===== config.mk =====
export PLATFORM = sky130hd
export DESIGN_NAME = lightgun_hcount_latch
export DESIGN_NICKNAME = d
export VERILOG_FILES = /design/src/rtl/lightgun_pkg.sv /design/src/rtl/th_edge_filter.sv /design/src/rtl/lightgun_hcount_latch.sv
export SDC_FILE = /design/constraint.sdc
export NUM_CORES = 1
export LEC_CHECK = 0
export CAP_MARGIN = 10
export CORE_ASPECT_RATIO = 1.75
export CORE_MARGIN = 2
export CORE_UTILIZATION = 58
export CTS_CLUSTER_DIAMETER = 40
export CTS_CLUSTER_SIZE = 25
export DETAILED_ROUTE_END_ITERATION = 16
export PLACE_DENSITY = 0.83
export SYNTH_ARGS = -nofsm -noshare
export SYNTH_HDL_FRONTEND = slang
export SYNTH_SLANG_ARGS = --single-unit
export TNS_END_PERCENT = 100

===== constraint.sdc =====
create_clock -name CLK -period 3.7 [get_ports CLK]
set_clock_uncertainty 0.2 [all_clocks]
set_input_delay 0.555 -clock CLK [delete_from_list [all_inputs] [get_ports CLK]]
set_output_delay 0.555 -clock CLK [all_outputs]
set_load 0.05 [all_outputs]

===== src/rtl/lightgun_pkg.sv =====
// -----------------------------------------------------------------------------
// lightgun_pkg
// Shared types and constants for the light-gun H-counter latch.
//   th_state_e : per-port TH pin filter state (idle / armed)
//   HC_W       : width of the VDP horizontal pixel counter
//   PORT_A/B   : controller port indices
//   hc_scale() : trims a captured counter by a latency offset and drops the
//                pixel LSB to form the 8-bit H-counter read value
// -----------------------------------------------------------------------------
package lightgun_pkg;

    localparam int HC_W   = 9;
    localparam int PORT_A = 0;
    localparam int PORT_B = 1;

    typedef enum logic [0:0] {
        TH_IDLE  = 1'b0,
        TH_ARMED = 1'b1
    } th_state_e;

    // Subtraction wraps modulo 512; the read value is bits [8:1] of the result.
    function automatic logic [7:0] hc_scale(input logic [HC_W-1:0] cap,
                                            input logic [HC_W-1:0] comp);
        logic [HC_W-1:0] diff;
        diff = cap - comp;
        return diff[HC_W-1:1];
    endfunction

endpackage


===== src/rtl/th_edge_filter.sv =====
// -----------------------------------------------------------------------------
// th_edge_filter
// One controller port's TH sensing path.
//   - Synchronises the external TH pin (chain preset high).
//   - Pin path (th_dir=1): a synced 1->0 edge captures HCNT as a candidate and
//     arms a deglitch counter; the candidate commits once the pin has stayed low
//     for DEGLITCH pixel-clock-enable samples. Pin rising or direction change
//     while armed discards the candidate.
//   - Software path (th_dir=0): a falling edge of the effective level commits
//     the live HCNT immediately.
// Ports
//   clk, reset : system clock, synchronous active-high reset
//   ce_pix     : pixel clock enable
//   hcnt       : VDP horizontal pixel counter
//   th_in      : TH pin level from the gun (low = light seen)
//   th_dir     : 1 = TH is an input, 0 = TH driven by software
//   th_out     : software TH output level
//   commit     : one-CLK strobe, a latch value is presented on cand
//   cand       : 9-bit captured counter to latch when commit is high
//   level      : registered effective TH level
// -----------------------------------------------------------------------------
module th_edge_filter
    import lightgun_pkg::*;
#(
    parameter int SYNC_STAGES = 2,
    parameter int DEGLITCH    = 4
) (
    input  logic            clk,
    input  logic            reset,
    input  logic            ce_pix,
    input  logic [HC_W-1:0] hcnt,
    input  logic            th_in,
    input  logic            th_dir,
    input  logic            th_out,
    output logic            commit,
    output logic [HC_W-1:0] cand,
    output logic            level
);

    localparam logic [7:0] DEGLITCH_C = 8'(DEGLITCH);

    logic [SYNC_STAGES-1:0] sync_q, sync_d;
    logic                   pin_prev_q, pin_prev_d;
    th_state_e              state_q, state_d;
    logic [7:0]             cnt_q, cnt_d;
    logic [HC_W-1:0]        cand_q, cand_d;
    logic                   level_q, level_d;

    logic pin_s;
    logic pin_fall;
    logic pin_commit;
    logic sw_commit;

    // Synchroniser shift, edge history and effective level selection.
    always_comb begin
        sync_d     = {sync_q[SYNC_STAGES-2:0], th_in};
        pin_s      = sync_q[SYNC_STAGES-1];
        pin_prev_d = pin_s;
        pin_fall   = pin_prev_q & ~pin_s;
        level_d    = th_dir ? pin_s : th_out;
        // Falling effective edge while software owns the line. A DIR 1->0
        // switch with th_out high is a rising edge and so never latches.
        sw_commit  = ~th_dir & level_q & ~th_out;
    end

    // Idle/armed filter: next state, deglitch count and candidate capture.
    always_comb begin
        state_d    = state_q;
        cnt_d      = cnt_q;
        cand_d     = cand_q;
        pin_commit = 1'b0;
        case (state_q)
            TH_IDLE: begin
                if (th_dir && pin_fall) begin
                    cand_d  = hcnt;
                    cnt_d   = 8'd0;
                    state_d = TH_ARMED;
                end else begin
                    state_d = TH_IDLE;
                end
            end
            TH_ARMED: begin
                if (!th_dir || pin_s) begin
                    // Pin released or direction changed: drop the candidate.
                    state_d = TH_IDLE;
                end else if (cnt_q == DEGLITCH_C) begin
                    // Checked before counting so DEGLITCH=0 commits on the
                    // first armed cycle regardless of ce_pix.
                    pin_commit = 1'b1;
                    state_d    = TH_IDLE;
                end else if (ce_pix) begin
                    cnt_d = cnt_q + 8'd1;
                end else begin
                    cnt_d = cnt_q;
                end
            end
            default: begin
                state_d = TH_IDLE;
            end
        endcase
    end

    // Filter state registers; synchroniser and level preset high on reset.
    always_ff @(posedge clk) begin
        if (reset) begin
            sync_q     <= {SYNC_STAGES{1'b1}};
            pin_prev_q <= 1'b1;
            state_q    <= TH_IDLE;
            cnt_q      <= 8'd0;
            cand_q     <= {HC_W{1'b0}};
            level_q    <= 1'b1;
        end else begin
            sync_q     <= sync_d;
            pin_prev_q <= pin_prev_d;
            state_q    <= state_d;
            cnt_q      <= cnt_d;
            cand_q     <= cand_d;
            level_q    <= level_d;
        end
    end

    // pin_commit needs th_dir=1 and sw_commit needs th_dir=0: never both.
    assign commit = pin_commit | sw_commit;
    assign cand   = sw_commit ? hcnt : cand_q;
    assign level  = level_q;

endmodule


===== src/rtl/lightgun_hcount_latch.sv =====
// -----------------------------------------------------------------------------
// lightgun_hcount_latch
// Console-side light-gun receiver for ports A and B. Latches the VDP
// horizontal counter on a qualified TH falling edge and presents it as the
// 8-bit H-counter read, plus the effective TH levels for the I/O port read.
// Ports
//   CLK, RESET        : system clock, synchronous active-high reset
//   CE_PIX            : pixel clock enable
//   HCNT[8:0]         : VDP horizontal pixel counter
//   TH_A_IN, TH_B_IN  : TH pin levels from the guns
//   TH_A_DIR, TH_B_DIR: 1 = TH is an input
//   TH_A_OUT, TH_B_OUT: software TH output levels
//   RD_HC             : one-CLK strobe, CPU read of the H counter
//   HC_OUT[7:0]       : latched H counter, (capture - HC_COMP)[8:1]
//   HC_LATCHED        : a latch occurred since the last RD_HC or reset
//   TH_LEVEL[1:0]     : {B, A} effective TH levels
// -----------------------------------------------------------------------------
module lightgun_hcount_latch
    import lightgun_pkg::*;
#(
    parameter int              SYNC_STAGES = 2,
    parameter int              DEGLITCH    = 4,
    parameter logic [HC_W-1:0] HC_COMP     = 9'd0
) (
    input  logic            CLK,
    input  logic            RESET,
    input  logic            CE_PIX,
    input  logic [HC_W-1:0] HCNT,
    input  logic            TH_A_IN,
    input  logic            TH_B_IN,
    input  logic            TH_A_DIR,
    input  logic            TH_B_DIR,
    input  logic            TH_A_OUT,
    input  logic            TH_B_OUT,
    input  logic            RD_HC,
    output logic [7:0]      HC_OUT,
    output logic            HC_LATCHED,
    output logic [1:0]      TH_LEVEL
);

    logic [1:0]      commit_s;
    logic [HC_W-1:0] cand_a_s, cand_b_s;
    logic [1:0]      level_s;

    logic [7:0] hc_q, hc_d;
    logic       latched_q, latched_d;

    th_edge_filter #(
        .SYNC_STAGES (SYNC_STAGES),
        .DEGLITCH    (DEGLITCH)
    ) u_filt_a (
        .clk    (CLK),
        .reset  (RESET),
        .ce_pix (CE_PIX),
        .hcnt   (HCNT),
        .th_in  (TH_A_IN),
        .th_dir (TH_A_DIR),
        .th_out (TH_A_OUT),
        .commit (commit_s[PORT_A]),
        .cand   (cand_a_s),
        .level  (level_s[PORT_A])
    );

    th_edge_filter #(
        .SYNC_STAGES (SYNC_STAGES),
        .DEGLITCH    (DEGLITCH)
    ) u_filt_b (
        .clk    (CLK),
        .reset  (RESET),
        .ce_pix (CE_PIX),
        .hcnt   (HCNT),
        .th_in  (TH_B_IN),
        .th_dir (TH_B_DIR),
        .th_out (TH_B_OUT),
        .commit (commit_s[PORT_B]),
        .cand   (cand_b_s),
        .level  (level_s[PORT_B])
    );

    // Latch update: port A has priority; any commit overrides a read clear.
    always_comb begin
        hc_d      = hc_q;
        latched_d = latched_q;
        if (commit_s[PORT_A]) begin
            hc_d      = hc_scale(cand_a_s, HC_COMP);
            latched_d = 1'b1;
        end else if (commit_s[PORT_B]) begin
            hc_d      = hc_scale(cand_b_s, HC_COMP);
            latched_d = 1'b1;
        end else if (RD_HC) begin
            latched_d = 1'b0;
        end else begin
            latched_d = latched_q;
        end
    end

    // H-counter latch and latched flag registers.
    always_ff @(posedge CLK) begin
        if (RESET) begin
            hc_q      <= 8'd0;
            latched_q <= 1'b0;
        end else begin
            hc_q      <= hc_d;
            latched_q <= latched_d;
        end
    end

    assign HC_OUT     = hc_q;
    assign HC_LATCHED = latched_q;
    // Levels are already registered inside each filter.
    assign TH_LEVEL   = {level_s[PORT_B], level_s[PORT_A]};

endmodule


==> results.yml <==
run_status:
  status: "finished, final reports clean"
clock_tree:
  post-cts-setup-buffers: 0
  cts_buffers: 5
  clk_pin_slew_ps: 90
  hold_buffers: 0
  root_buffer: "clkbuf_8"
  clk_latency_ps: 310
  numClockSinks: 51
  cts_max_level: 2
  cts_tree: "built"
  cts-resized-gates: 0
  cts_buffer_depth: 2
pwr:
  intPower_mw: 0.837
  worst_ir_drop_vdd_mv: 0.363
  sequentialPowerShare_pct: 51.8
  power_density_nw_per_um2: 409
  power.leakage_nw: 0.885
  switching_share_pct: 24.6
  power.switching_mw: 0.273
  p_comb_share_pct: 12.1
  p_clk_share_pct: 36.1
  total_power_mw: 1.11
detailed_routing:
  dr.pass1.iters: 4
  vias_per_cell: 6.28
  ant_nets: 0
  vias: 2084
  routed_wirelength_um: 5550
  drc: 0
  dr.first_iter.drc_count: 80
  post_drt_wl_per_cell_um: 16.7
synth:
  synth_ff_type: "dfxtp_1"
  async_flop_share_pct: 0
  syn_area_per_cell_um2: 8.84
  synth.most_common_cell: "dfxtp_1"
  synth_top_cell_area_share_pct: 44.4
  synth.area.top_cells: "dfxtp_1 (44%), nand2_1 (7.0%), a21oi_1 (5.9%), nand3_1 (3.9%), a221oi_1 (3.0%)"
  syn-cell-area_um2: 2300
  synth-seq-area-share_pct: 44.4
  synth_enable_flop_cells: 0
  yosys_warnings: 0
  yosys-top-cells-count: "dfxtp_1 (51), nand2_1 (43), a21oi_1 (27), nand3_1 (18), clkbuf_1 (11)"
  synthCells: 260
  synth_top_area_cell: "dfxtp_1"
  yosys.cell_types.count: 45
  ys_ff_latch: 51
  syn_nets: 283
floorplan:
  die_w_um: 51.6
  boundaryPins: 30
  rows: 30
  die_area_um2: 4500
  die_h_um: 87.3
  core_area_um2: 3830
  start_util_pct: 60.0
worst_hold_path:
  worstHoldEndpoint: "u_filt_b.sync_q[1]"
  holdPathStages: 1
  min_from: "u_filt_b.sync_q[0]"
  hold_path.class: "reg2reg"
layout:
  nFillCells: 324
  design.final.nets: 306
  n_antenna_cell: 0
  multi_input_area_um2: 1180
  regArea_um2: 1020
  final_util_pct: 70.9
  layout-drive-gt1-share_pct: 9.15
  fin_cells: 332
  area_growth_pct: 18.1
  design_area_um2: 2720
setup_path:
  worst_path_largest_cell_delay_ps: 880
  rr_startpoint: "u_filt_b.cnt_q[0]"
  crit_slowest_cell: "nor4_2"
  cp.arrival_ps: 2680
  crit_type: "in2reg"
  r2r_end: "HC_OUT[5]"
  crit_path_end_kind: "flip-flop"
  worst_ep_required_time_ps: 3740
  worstPathCellList: "clkdlybuf4s50_1 > and3b_1 > and4_1 > nor4_2 > o2bb2ai_1"
  critPathTopFamily: "simple AND/OR/NAND/NOR gates"
  rrSetupSlack_ps: 1170
  critPathBufInv: 1
  path_depth: 5
  cp-start-kind: "input pin"
  cp_max_fo: 10
  rr_worst_depth: 6
timing:
  worst_pin_slew_ps: 979
  maxSlewHeadroom_pct: 34.2
  whs_ps: 213
  fin_crit_sh_pct: 71.4
  setup-violations-final: 0
  worst_slack_ps: 1060
  hold_viol: 0
  slew_violations: 0
  rsz0062_at_grt: "no"
  tns_ps: 0
  period_needed_ps: 2640
  fmax_mhz: 378
grt:
  grt_pass1_wl_um: 8970
  antenna_found_initial: 0
  gr-total-overflow: 0
  grt_util_all_layers_pct: 26.5
  grt_max_degree: 28
  first_global_vias: 1955
placed_design:
  placed_area_um2: 2600
  dpl.cell_count: 324
  place.gp.congestion: 0.755
  portBuffers: 28
  dpl_worst_slack_ps: 778
  hpwl_um: 3820
flow_run:
  drv_cap: 0
## how the worst max path moves through the flow
| stage | from | endpoint |
|---|---|---|
| after global routing | TH_B_DIR | HC_OUT[0] |
| final | TH_B_DIR | HC_OUT[5] |
| after floorplan | u_filt_a.cnt_q[0] | HC_OUT[4] |
| after CTS | TH_B_DIR | HC_OUT[5] |
| after global placement | TH_B_DIR | HC_OUT[5] |
| after detailed placement | TH_B_DIR | HC_OUT[0] |
## layout by cell type (no fill, tap or decap), types with 2 or more instances in the layout
cell	synthesis	routed
and3b_1	2	2
nand4b_1	3	3
nand2_1	43	43
a221oi_1	8	8
a311oi_1	3	3
nand3_1	18	18
ha_1	4	4
or3_1	4	4
o211ai_1	2	2
nand3b_1	4	4
a31oi_1	6	6
o21ai_0	3	3
nor2_1	6	6
inv_1	4	4
mux2i_1	2	2
clkbuf_8	0	6
o2bb2ai_1	8	8
clkdlybuf4s50_1	0	28
o221ai_1	8	8
nor4bb_1	2	2
nand2b_1	5	5
or2_2	6	6
and3_1	2	2
o31a_1	2	2
buf_4	3	5
dfxtp_1	51	51
or4_1	2	2
or3b_2	2	2
a21oi_1	27	27
## power groups by stage
stage	Clock [mW]	Combinational, mW	Sequential (mW)
final	0.401	0.134	0.575
after global routing	0.426	0.141	0.577
after CTS	0.405	0.134	0.575
after detailed placement	0	0.134	0.588
after global placement	0	0.131	0.587
after floorplan	0	0.0484	0.616
## registers in the layout, indices dropped and copies added, names as in the netlist
| register | flops |
|---|---|
| u_filt_b.sync_q | 2 |
| u_filt_b.cand_q | 8 |
| HC_LATCHED | 1 |
| u_filt_b.pin_prev_q | 1 |
| HC_OUT | 8 |
| u_filt_a.cnt_q | 8 |
| u_filt_a.pin_prev_q | 1 |
| u_filt_a.level | 1 |
| u_filt_a.state_q | 1 |
| u_filt_b.state_q | 1 |
| u_filt_a.cand_q | 8 |
| u_filt_b.level | 1 |
| u_filt_b.cnt_q | 8 |
| u_filt_a.sync_q | 2 |
## layout make-up
type	instances	share of cell area, %
clock buffers	6	3.04
clock inverters	2	1.29
inverters	5	0.691
multi-input cells	187	43.5
flip-flops and latches	51	37.6
well taps	48	2.21
repair buffers	33	11.7
## per-layer routing
| metal | wire length [um] | global-route usage [%] | vias to the layer above |
|---|---|---|---|
| met3 | 215 | 5.15 | 15 |
| met5 | 0 | 0 | - |
| met4 | 129 | 11.2 | 0 |
| met1 | 2060 | 27.5 | 1006 |
| li1 | - | - | 1012 |
| met2 | 3150 | 49.8 | 51 |
## cells by family (layout without fill, tap and decap cells)
family                     Yosys count  after routing  share of synthesized area (%)
and+or+nand+nor                    108            108                           25.5
muxes                                3              3                           1.36
adders and majority gates            4              4                           2.18
AOI/OAI and AO/OA                   72             72                           22.3
DFF                                 51             51                           44.4
buffers and inverters               22             46                           4.25
(Power assumes the default switching activity.)
